<file path="config.mk">
export PLATFORM = sky130hd
export DESIGN_NAME = muldiv_hilo_ctrl
export DESIGN_NICKNAME = d
export VERILOG_FILES = /design/src/rtl/muldiv_hilo_ctrl_pkg.sv /design/src/rtl/div_radix2_iter.sv /design/src/rtl/muldiv_hilo_ctrl.sv
export SDC_FILE = /design/constraint.sdc
export NUM_CORES = 2
export LEC_CHECK = 0
export BUFFER_PORTS_ARGS = -buffer_cell sky130_fd_sc_hd__buf_2
export CORE_UTILIZATION = 50
export CTS_CLUSTER_DIAMETER = 50
export CTS_CLUSTER_SIZE = 16
export DETAILED_ROUTE_END_ITERATION = 10
export GPL_TIMING_DRIVEN = 0
export PLACE_DENSITY = 0.66
export SKIP_CTS_REPAIR_TIMING = 1
export SLEW_MARGIN = 0
export SYNTH_ARGS = -nofsm -noshare
export SYNTH_HDL_FRONTEND = slang
export SYNTH_SLANG_ARGS = --single-unit
</file>
<file path="constraint.sdc">
create_clock -name clk -period 19.96 [get_ports clk]
set_clock_uncertainty 0.1 [all_clocks]
set_input_delay 0.998 -clock clk [delete_from_list [all_inputs] [get_ports clk]]
set_output_delay 0.998 -clock clk [all_outputs]
set_load 0.1 [all_outputs]
</file>
<file path="src/rtl/muldiv_hilo_ctrl_pkg.sv">
// Shared MIPS multiply/divide definitions: R-type funct encodings, controller states, default latencies.
package muldiv_hilo_ctrl_pkg;

  localparam int MUL_LAT_DEF  = 2;
  localparam int DIV_ITER_DEF = 32;

  localparam logic [5:0] FN_MFHI  = 6'h10;
  localparam logic [5:0] FN_MTHI  = 6'h11;
  localparam logic [5:0] FN_MFLO  = 6'h12;
  localparam logic [5:0] FN_MTLO  = 6'h13;
  localparam logic [5:0] FN_MULT  = 6'h18;
  localparam logic [5:0] FN_MULTU = 6'h19;
  localparam logic [5:0] FN_DIV   = 6'h1A;
  localparam logic [5:0] FN_DIVU  = 6'h1B;

  typedef enum logic [2:0] {
    ST_IDLE,
    ST_MUL,
    ST_DIV_PREP,
    ST_DIV_ITER,
    ST_DIV_FIX,
    ST_DONE
  } state_t;

  function automatic logic [31:0] neg_if(input logic neg, input logic [31:0] v);
    return neg ? (~v + 32'd1) : v;
  endfunction

endpackage

</file>
<file path="src/rtl/div_radix2_iter.sv">
// Iterative restoring divider, one quotient bit per enabled cycle after a start load.
// Latency: DIV_ITER enabled cycles; o_last flags the final iteration; no backpressure (caller gates i_en).
module div_radix2_iter #(
  parameter int DIV_ITER = 32
) (
  input  logic        i_clk,
  input  logic        i_rst,
  input  logic        i_start,
  input  logic        i_en,
  input  logic [31:0] i_dividend,
  input  logic [31:0] i_divisor,
  output logic [31:0] o_quo,
  output logic [31:0] o_rem,
  output logic        o_last
);

  localparam int CW = $clog2(DIV_ITER);

  logic [31:0]   r_rem;
  logic [31:0]   r_quo;
  logic [31:0]   r_div;
  logic [CW-1:0] r_cnt;
  logic [32:0]   w_part;
  logic [32:0]   w_diff;

  // Quotient register doubles as the dividend shift-out register.
  assign w_part = {r_rem, r_quo[31]};
  assign w_diff = w_part - {1'b0, r_div};
  assign o_quo  = r_quo;
  assign o_rem  = r_rem;
  assign o_last = i_en && (r_cnt == CW'(DIV_ITER - 1));

  always_ff @(posedge i_clk) begin
    if (i_rst) begin
      r_rem <= '0;
      r_quo <= '0;
      r_div <= '0;
      r_cnt <= '0;
    end else if (i_start) begin
      r_rem <= '0;
      r_quo <= i_dividend;
      r_div <= i_divisor;
      r_cnt <= '0;
    end else if (i_en) begin
      if (!w_diff[32]) begin
        r_rem <= w_diff[31:0];
        r_quo <= {r_quo[30:0], 1'b1};
      end else begin
        r_rem <= w_part[31:0];
        r_quo <= {r_quo[30:0], 1'b0};
      end
      r_cnt <= r_cnt + 1'b1;
    end
  end

endmodule

</file>
<file path="src/rtl/muldiv_hilo_ctrl.sv">
// E-stage multiply/divide sequencer owning HI/LO; MULT = MUL_LAT cycles, DIV = 34 cycles to DONE.
// Stalls F/D/E until DONE; commit waits out stall_M in DONE; flush aborts without writing HI/LO.
module muldiv_hilo_ctrl
  import muldiv_hilo_ctrl_pkg::*;
#(
  parameter int MUL_LAT  = MUL_LAT_DEF,
  parameter int DIV_ITER = DIV_ITER_DEF
) (
  input  logic        clk,
  input  logic        rst,
  input  logic        valid_E,
  input  logic        rtype_E,
  input  logic [5:0]  funct_E,
  input  logic [31:0] src_a_E,
  input  logic [31:0] src_b_E,
  input  logic        flush_E,
  input  logic        stall_M,
  output logic        muldiv_stall,
  output logic        busy,
  output logic [31:0] hi_out,
  output logic [31:0] lo_out
);

  state_t      r_state;
  state_t      w_next;
  logic [31:0] r_hi, r_lo, r_res_hi, r_res_lo;
  logic [31:0] r_op_a, r_op_b;
  logic        r_mul_sgn, r_qneg, r_rneg;
  logic [3:0]  r_mul_cnt;
  logic        w_live, w_idle, w_signed;
  logic        w_acc_mul, w_acc_div, w_wr_hi, w_wr_lo, w_commit;
  logic        w_a_neg, w_b_neg, w_div_en, w_div_last;
  logic [31:0] w_a_abs, w_b_abs, w_quo, w_rem;
  logic [63:0] w_ma, w_mb, w_mprod;

  assign w_live    = valid_E & rtype_E & ~flush_E;
  assign w_idle    = (r_state == ST_IDLE);
  assign w_signed  = ~funct_E[0];
  assign w_acc_mul = w_live & w_idle & ((funct_E == FN_MULT) | (funct_E == FN_MULTU));
  assign w_acc_div = w_live & w_idle & ((funct_E == FN_DIV) | (funct_E == FN_DIVU));
  assign w_wr_hi   = w_live & w_idle & ~stall_M & (funct_E == FN_MTHI);
  assign w_wr_lo   = w_live & w_idle & ~stall_M & (funct_E == FN_MTLO);
  assign w_commit  = (r_state == ST_DONE) & ~flush_E & ~stall_M;

  assign w_a_neg = w_signed & src_a_E[31];
  assign w_b_neg = w_signed & src_b_E[31];
  assign w_a_abs = neg_if(w_a_neg, src_a_E);
  assign w_b_abs = neg_if(w_b_neg, src_b_E);

  // Low 64 bits of the 64x64 product of extended operands equal the exact 32x32 result.
  assign w_ma    = {{32{r_mul_sgn & r_op_a[31]}}, r_op_a};
  assign w_mb    = {{32{r_mul_sgn & r_op_b[31]}}, r_op_b};
  assign w_mprod = w_ma * w_mb;

  assign w_div_en = (r_state == ST_DIV_PREP) | (r_state == ST_DIV_ITER);

  div_radix2_iter #(.DIV_ITER(DIV_ITER)) u_div (
    .i_clk      (clk),
    .i_rst      (rst),
    .i_start    (w_acc_div),
    .i_en       (w_div_en),
    .i_dividend (w_a_abs),
    .i_divisor  (w_b_abs),
    .o_quo      (w_quo),
    .o_rem      (w_rem),
    .o_last     (w_div_last)
  );

  always_comb begin
    w_next       = r_state;
    muldiv_stall = 1'b0;
    case (r_state)
      ST_IDLE: begin
        if (w_acc_mul) begin
          w_next       = ST_MUL;
          muldiv_stall = 1'b1;
        end else if (w_acc_div) begin
          w_next       = ST_DIV_PREP;
          muldiv_stall = 1'b1;
        end
      end
      ST_MUL: begin
        if (flush_E) w_next = ST_IDLE;
        else begin
          muldiv_stall = 1'b1;
          if (r_mul_cnt == 4'(MUL_LAT - 2)) w_next = ST_DONE;
        end
      end
      ST_DIV_PREP: begin
        if (flush_E) w_next = ST_IDLE;
        else begin
          muldiv_stall = 1'b1;
          w_next       = ST_DIV_ITER;
        end
      end
      ST_DIV_ITER: begin
        if (flush_E) w_next = ST_IDLE;
        else begin
          muldiv_stall = 1'b1;
          if (w_div_last) w_next = ST_DIV_FIX;
        end
      end
      ST_DIV_FIX: begin
        if (flush_E) w_next = ST_IDLE;
        else begin
          muldiv_stall = 1'b1;
          w_next       = ST_DONE;
        end
      end
      ST_DONE: begin
        if (flush_E || !stall_M) w_next = ST_IDLE;
      end
      default: w_next = ST_IDLE;
    endcase
  end

  always_ff @(posedge clk) begin
    if (rst) r_state <= ST_IDLE;
    else     r_state <= w_next;
  end

  always_ff @(posedge clk) begin
    if (rst) begin
      r_hi      <= '0;
      r_lo      <= '0;
      r_res_hi  <= '0;
      r_res_lo  <= '0;
      r_op_a    <= '0;
      r_op_b    <= '0;
      r_mul_sgn <= 1'b0;
      r_mul_cnt <= '0;
      r_qneg    <= 1'b0;
      r_rneg    <= 1'b0;
    end else begin
      if (w_acc_mul) begin
        r_op_a    <= src_a_E;
        r_op_b    <= src_b_E;
        r_mul_sgn <= w_signed;
        r_mul_cnt <= '0;
      end
      if (r_state == ST_MUL) begin
        r_mul_cnt            <= r_mul_cnt + 1'b1;
        {r_res_hi, r_res_lo} <= w_mprod;
      end
      if (w_acc_div) begin
        r_qneg <= w_a_neg ^ w_b_neg;
        r_rneg <= w_a_neg;
      end
      if (r_state == ST_DIV_FIX) begin
        r_res_lo <= neg_if(r_qneg, w_quo);
        r_res_hi <= neg_if(r_rneg, w_rem);
      end
      if (w_commit) begin
        r_hi <= r_res_hi;
        r_lo <= r_res_lo;
      end else begin
        if (w_wr_hi) r_hi <= src_a_E;
        if (w_wr_lo) r_lo <= src_a_E;
      end
    end
  end

  assign busy   = ~w_idle;
  assign hi_out = r_hi;
  assign lo_out = r_lo;

endmodule

</file>
==> key figures <==
Timing
  • Number of pins exceeding their max-slew limit in the final report: 0
  • RSZ-0062 raised after global routing: false
  • Max Clock Freq: roughly 0.093 GHz
  • Slew @ Worst Pin: between 1000 and 1500 ps
  • Number of hold violations in the final report: 0
  • Worst-case headroom to the max-slew limit: roughly 2.5%
  • Final setup violation count: 0
  • Final critical delay including setup and external delays: 10720 ps
  • Final setup slack of the worst path: about 9000 ps
  • Sum of negative setup slack: 0 ps
  • Final hold slack: around 360 ps
  • Period Utilization, post-route: a little over half

Global routing
  • Peak-usage layer in the global routing report: met2
  • Maximum number of pins on one net before global-route repair: 25
  • Initial antenna violation count: 17
  • GR Layer Usage met3: around 8.6%
  • Routing usage on met2: a little under three fifths
  • Overflow left after global routing: 0
  • M1 GR Usage: 50.37%
  • Number of global-route vias before repair: roughly 46000
  • First-pass GRT wire length: between 300000 and 400000 um
  • All-layer global routing usage: between 30 and 40%

Layout
  • Non-filler cells in the finished layout: 7893
  • Layout cell share with drive strength beyond 1: under 10%
  • Combined area of the multi-input logic cells: 42190 um^2
  • Final-stage net count: just under 8000
  • Fill count: roughly 10000
  • Storage cell area: 6066 um^2
  • Area growth, synth to finish: 6.167%
  • Design area: 57550 um^2

Setup path
  • Critical Path Sink Type: register
  • Setup Crit Path Kind: register to register
  • Startpoint type of the worst setup path: register
  • Worst endpoint required time: between 20000 and 25000 ps
  • Maximum fanout encountered on the critical timing path: 10
  • Arrival time at the worst endpoint: about 11000 ps
  • CP max stage cell: sky130_fd_sc_hd__fa_1
  • Delay contributed by the slowest stage of the critical path: 990 ps
  • Most Frequent Cell on Critical Path: sky130_fd_sc_hd__fa_1

Pwr
  • Clock power frac: a little under two fifths
  • Total power divided by cell area: about 25 nW/um^2
  • Net switching power: roughly 0.00046 W
  • Internal power: 0.0009933 W
  • Worst IR Drop VDD: about 0.078 mV
  • Sw Share: around a third
  • Proportion of power drawn by flip-flops and latches: between 40% and 50%
  • LEAKAGE: ~26 nW
  • Power share of the combinational group: 18.8%

Synth
  • Mapped Cells: 6297
  • Most frequently used flop master after synthesis: sky130_fd_sc_hd__dfxtp_1
  • Number of enable flip-flop cells after synthesis: 0
  • Seq cells post-synth: 303
  • Total nets after synthesis: 7751
  • Syn. warnings: 0
  • Post-Syn Area per Cell: 8.609 um^2
  • Number of different library cells in the post-synthesis netlist: 71
  • Netlist area before placement: ~54000 um^2
  • Portion of the post-synthesis area used by sequential elements: between 10% and 20%
  • Share of synthesized registers carrying an async set or reset: 0%

Floorplanning
  • Initial cell density of the core: between 50% and 60%
  • I/O Pins: between 100 and 150
  • Site Rows: 120
  • Die Height: 331.3 um
  • Chip Width: about 330 um
  • Core outline area: 107200 um^2
  • Die footprint: around 110000 um^2

Place
  • Placement Setup Slack: about 9400 ps
  • Estimated wirelength of the detail-placed design: between 150000 and 200000 um
  • Last weighted congestion value of the routability-driven placer: 1.016
  • Number of port buffers: between 100 and 150
  • Cells after DPL: around 8000
  • Placed Area: 56630 um^2

Routing
  • Vias per std cell: approximately 5.9
  • Drt total wl: roughly 200000 um
  • Number of nets with antenna violations after routing: 0
  • DRC marker count from the first detailed-route iteration: between 4000 and 5000
  • Post-DR wirelength/cell: roughly 26 um
  • TritonRoute pass-1 iters: 6
  • Total number of vias: 46180
  • Post-route DRC: 0

CTS
  • Worst-case clock buffer depth: 3
  • Number of clock sinks: roughly 300
  • Clock buffer count from CTS: 27
  • Clock tree root buffer cell: sky130_fd_sc_hd__clkbuf_16
  • Total number of H-tree levels: 1
  • TritonCTS clock tree: built
  • Clock input transition at the sequential cells of the worst setup and hold paths: approximately 70 ps
  • Insertion delay to the later sink of the worst-skew pair: roughly 600 ps

Job
  • Maximum capacitance violations: 0

Outcome
  • Status: finished clean

Worst hold path
  • Type of the most critical hold path: register to register
[Yosys cell counts, types with 22 or more instances]
master	count	area [um^2]
sky130_fd_sc_hd__xor2_1	90	788.3
sky130_fd_sc_hd__dfxtp_1	303	6066
sky130_fd_sc_hd__nand4_1	24	150.1
sky130_fd_sc_hd__nor3_1	35	175.2
sky130_fd_sc_hd__fa_1	1126	22540
sky130_fd_sc_hd__and2_1	353	2208
sky130_fd_sc_hd__nor2_1	278	1044
sky130_fd_sc_hd__o21bai_1	22	165.2
sky130_fd_sc_hd__clkbuf_1	379	1423
sky130_fd_sc_hd__a21oi_1	245	1226
sky130_fd_sc_hd__ha_1	252	3153
sky130_fd_sc_hd__and3_1	30	187.7
sky130_fd_sc_hd__xnor2_1	126	1104
sky130_fd_sc_hd__a21o_1	39	292.8
sky130_fd_sc_hd__o31ai_1	30	225.2
sky130_fd_sc_hd__a31oi_1	23	143.9
sky130_fd_sc_hd__mux2i_1	55	550.5
sky130_fd_sc_hd__a311oi_1	66	578.1
sky130_fd_sc_hd__inv_1	1188	4459
sky130_fd_sc_hd__o21ai_0	126	630.6
sky130_fd_sc_hd__nand3_1	31	155.2
sky130_fd_sc_hd__a211oi_1	103	773.2
sky130_fd_sc_hd__nand2_1	1112	4174
[per-stage QoR]
| step | util (%) | total power (W) |
|---|---|---|
| floorplan | - | 0.0008122 |
| finish | 53.69 | 0.001448 |
| CTS | 53.64 | 0.001440 |
| global route | 53.65 | 0.001489 |
| detailed placement | 52.83 | 0.0008977 |
| global placement | 52.81 | 0.0008961 |
[cells by family after synthesis]
group | after synthesis | synth area share, %
DFF | 303 | 11.19
buffers and inverters | 1583 | 10.99
muxes | 57 | 1.057
xor gates and xnor gates | 216 | 3.490
AOI/OAI and AO/OA | 788 | 9.534
and+or+nand+nor | 1972 | 16.34
adders and majority gates | 1378 | 47.40
[layout make-up]
type	instances	area share, %
clock inverters	12	0.2804
clock buffers	32	1.241
diodes	18	0.07826
inverters	1188	7.748
multi-input cells	4411	73.31
well taps	1403	3.050
repair buffers	131	1.150
plain buffers	395	2.602
flip-flops and latches	303	10.54
[power groups by stage]
| stage | registers, W | logic (W) | clock network [W] |
|---|---|---|---|
| after floorplan | 0.000629 | 0.000184 | 0 |
| after global placement | 0.000633 | 0.000263 | 0 |
| after detailed placement | 0.000633 | 0.000265 | 0 |
| after CTS | 0.000619 | 0.000266 | 0.000555 |
| after global routing | 0.000620 | 0.000290 | 0.000579 |
| final | 0.000619 | 0.000272 | 0.000557 |
[placed cells by master, fill, tap and decap left out, types with 35 or more instances in the layout]
cell type / n
sky130_fd_sc_hd__dfxtp_1: 303
sky130_fd_sc_hd__and2_1: 353
sky130_fd_sc_hd__nand2_1: 1112
sky130_fd_sc_hd__nor3_1: 35
sky130_fd_sc_hd__clkbuf_1: 382
sky130_fd_sc_hd__a311oi_1: 66
sky130_fd_sc_hd__fa_1: 1126
sky130_fd_sc_hd__xor2_1: 90
sky130_fd_sc_hd__nor2_1: 278
sky130_fd_sc_hd__buf_2: 136
sky130_fd_sc_hd__o21ai_0: 126
sky130_fd_sc_hd__inv_1: 1188
sky130_fd_sc_hd__mux2i_1: 55
sky130_fd_sc_hd__a211oi_1: 103
sky130_fd_sc_hd__a21o_1: 39
sky130_fd_sc_hd__a21oi_1: 245
sky130_fd_sc_hd__xnor2_1: 126
sky130_fd_sc_hd__ha_1: 252
[worst max-delay path: cells and delay by family (launching register included)]
family / cells / cell delay [ps]
flip-flops: 1 / 440
XOR/XNOR: 1 / 200
AO/OA/AOI/OAI: 4 / 940
buffers and inverters: 9 / 2760
AND/OR/NAND/NOR: 6 / 1320
adder cells (fa/ha/maj): 9 / 4850
[per-layer routing]
metal | up-vias | share of wire, %
met2 | 2501 | 44
met3 | 499 | 11
met4 | 12 | 5.7
met5 | - | 0.039
met1 | 23550 | 40
li1 | 19620 | -
[worst paths after layout]
| kind | from | end | slack (ps) | cells past startpoint |
|---|---|---|---|---|
| worst min-delay path | u_div.r_div[21] | u_div.r_div[21] | 360 | 2 |
| worst min register to register | u_div.r_div[21] | u_div.r_div[21] | 360 | 2 |
| worst max-delay path | r_mul_sgn | r_res_hi[26] | 9240 | 29 |
| worst max register to register | r_mul_sgn | r_res_hi[26] | 9240 | 29 |
[state kept, by name, indices dropped and copies added (netlist names)]
signal	flops
r_op_b	32
u_div.r_div	32
r_state	3
u_div.r_cnt	5
r_rneg	1
hi_out	32
r_mul_sgn	1
r_qneg	1
u_div.o_quo	32
lo_out	32
r_op_a	32
u_div.o_rem	32
r_res_lo	32
r_mul_cnt	4
r_res_hi	32
(Power assumes the default switching activity.)
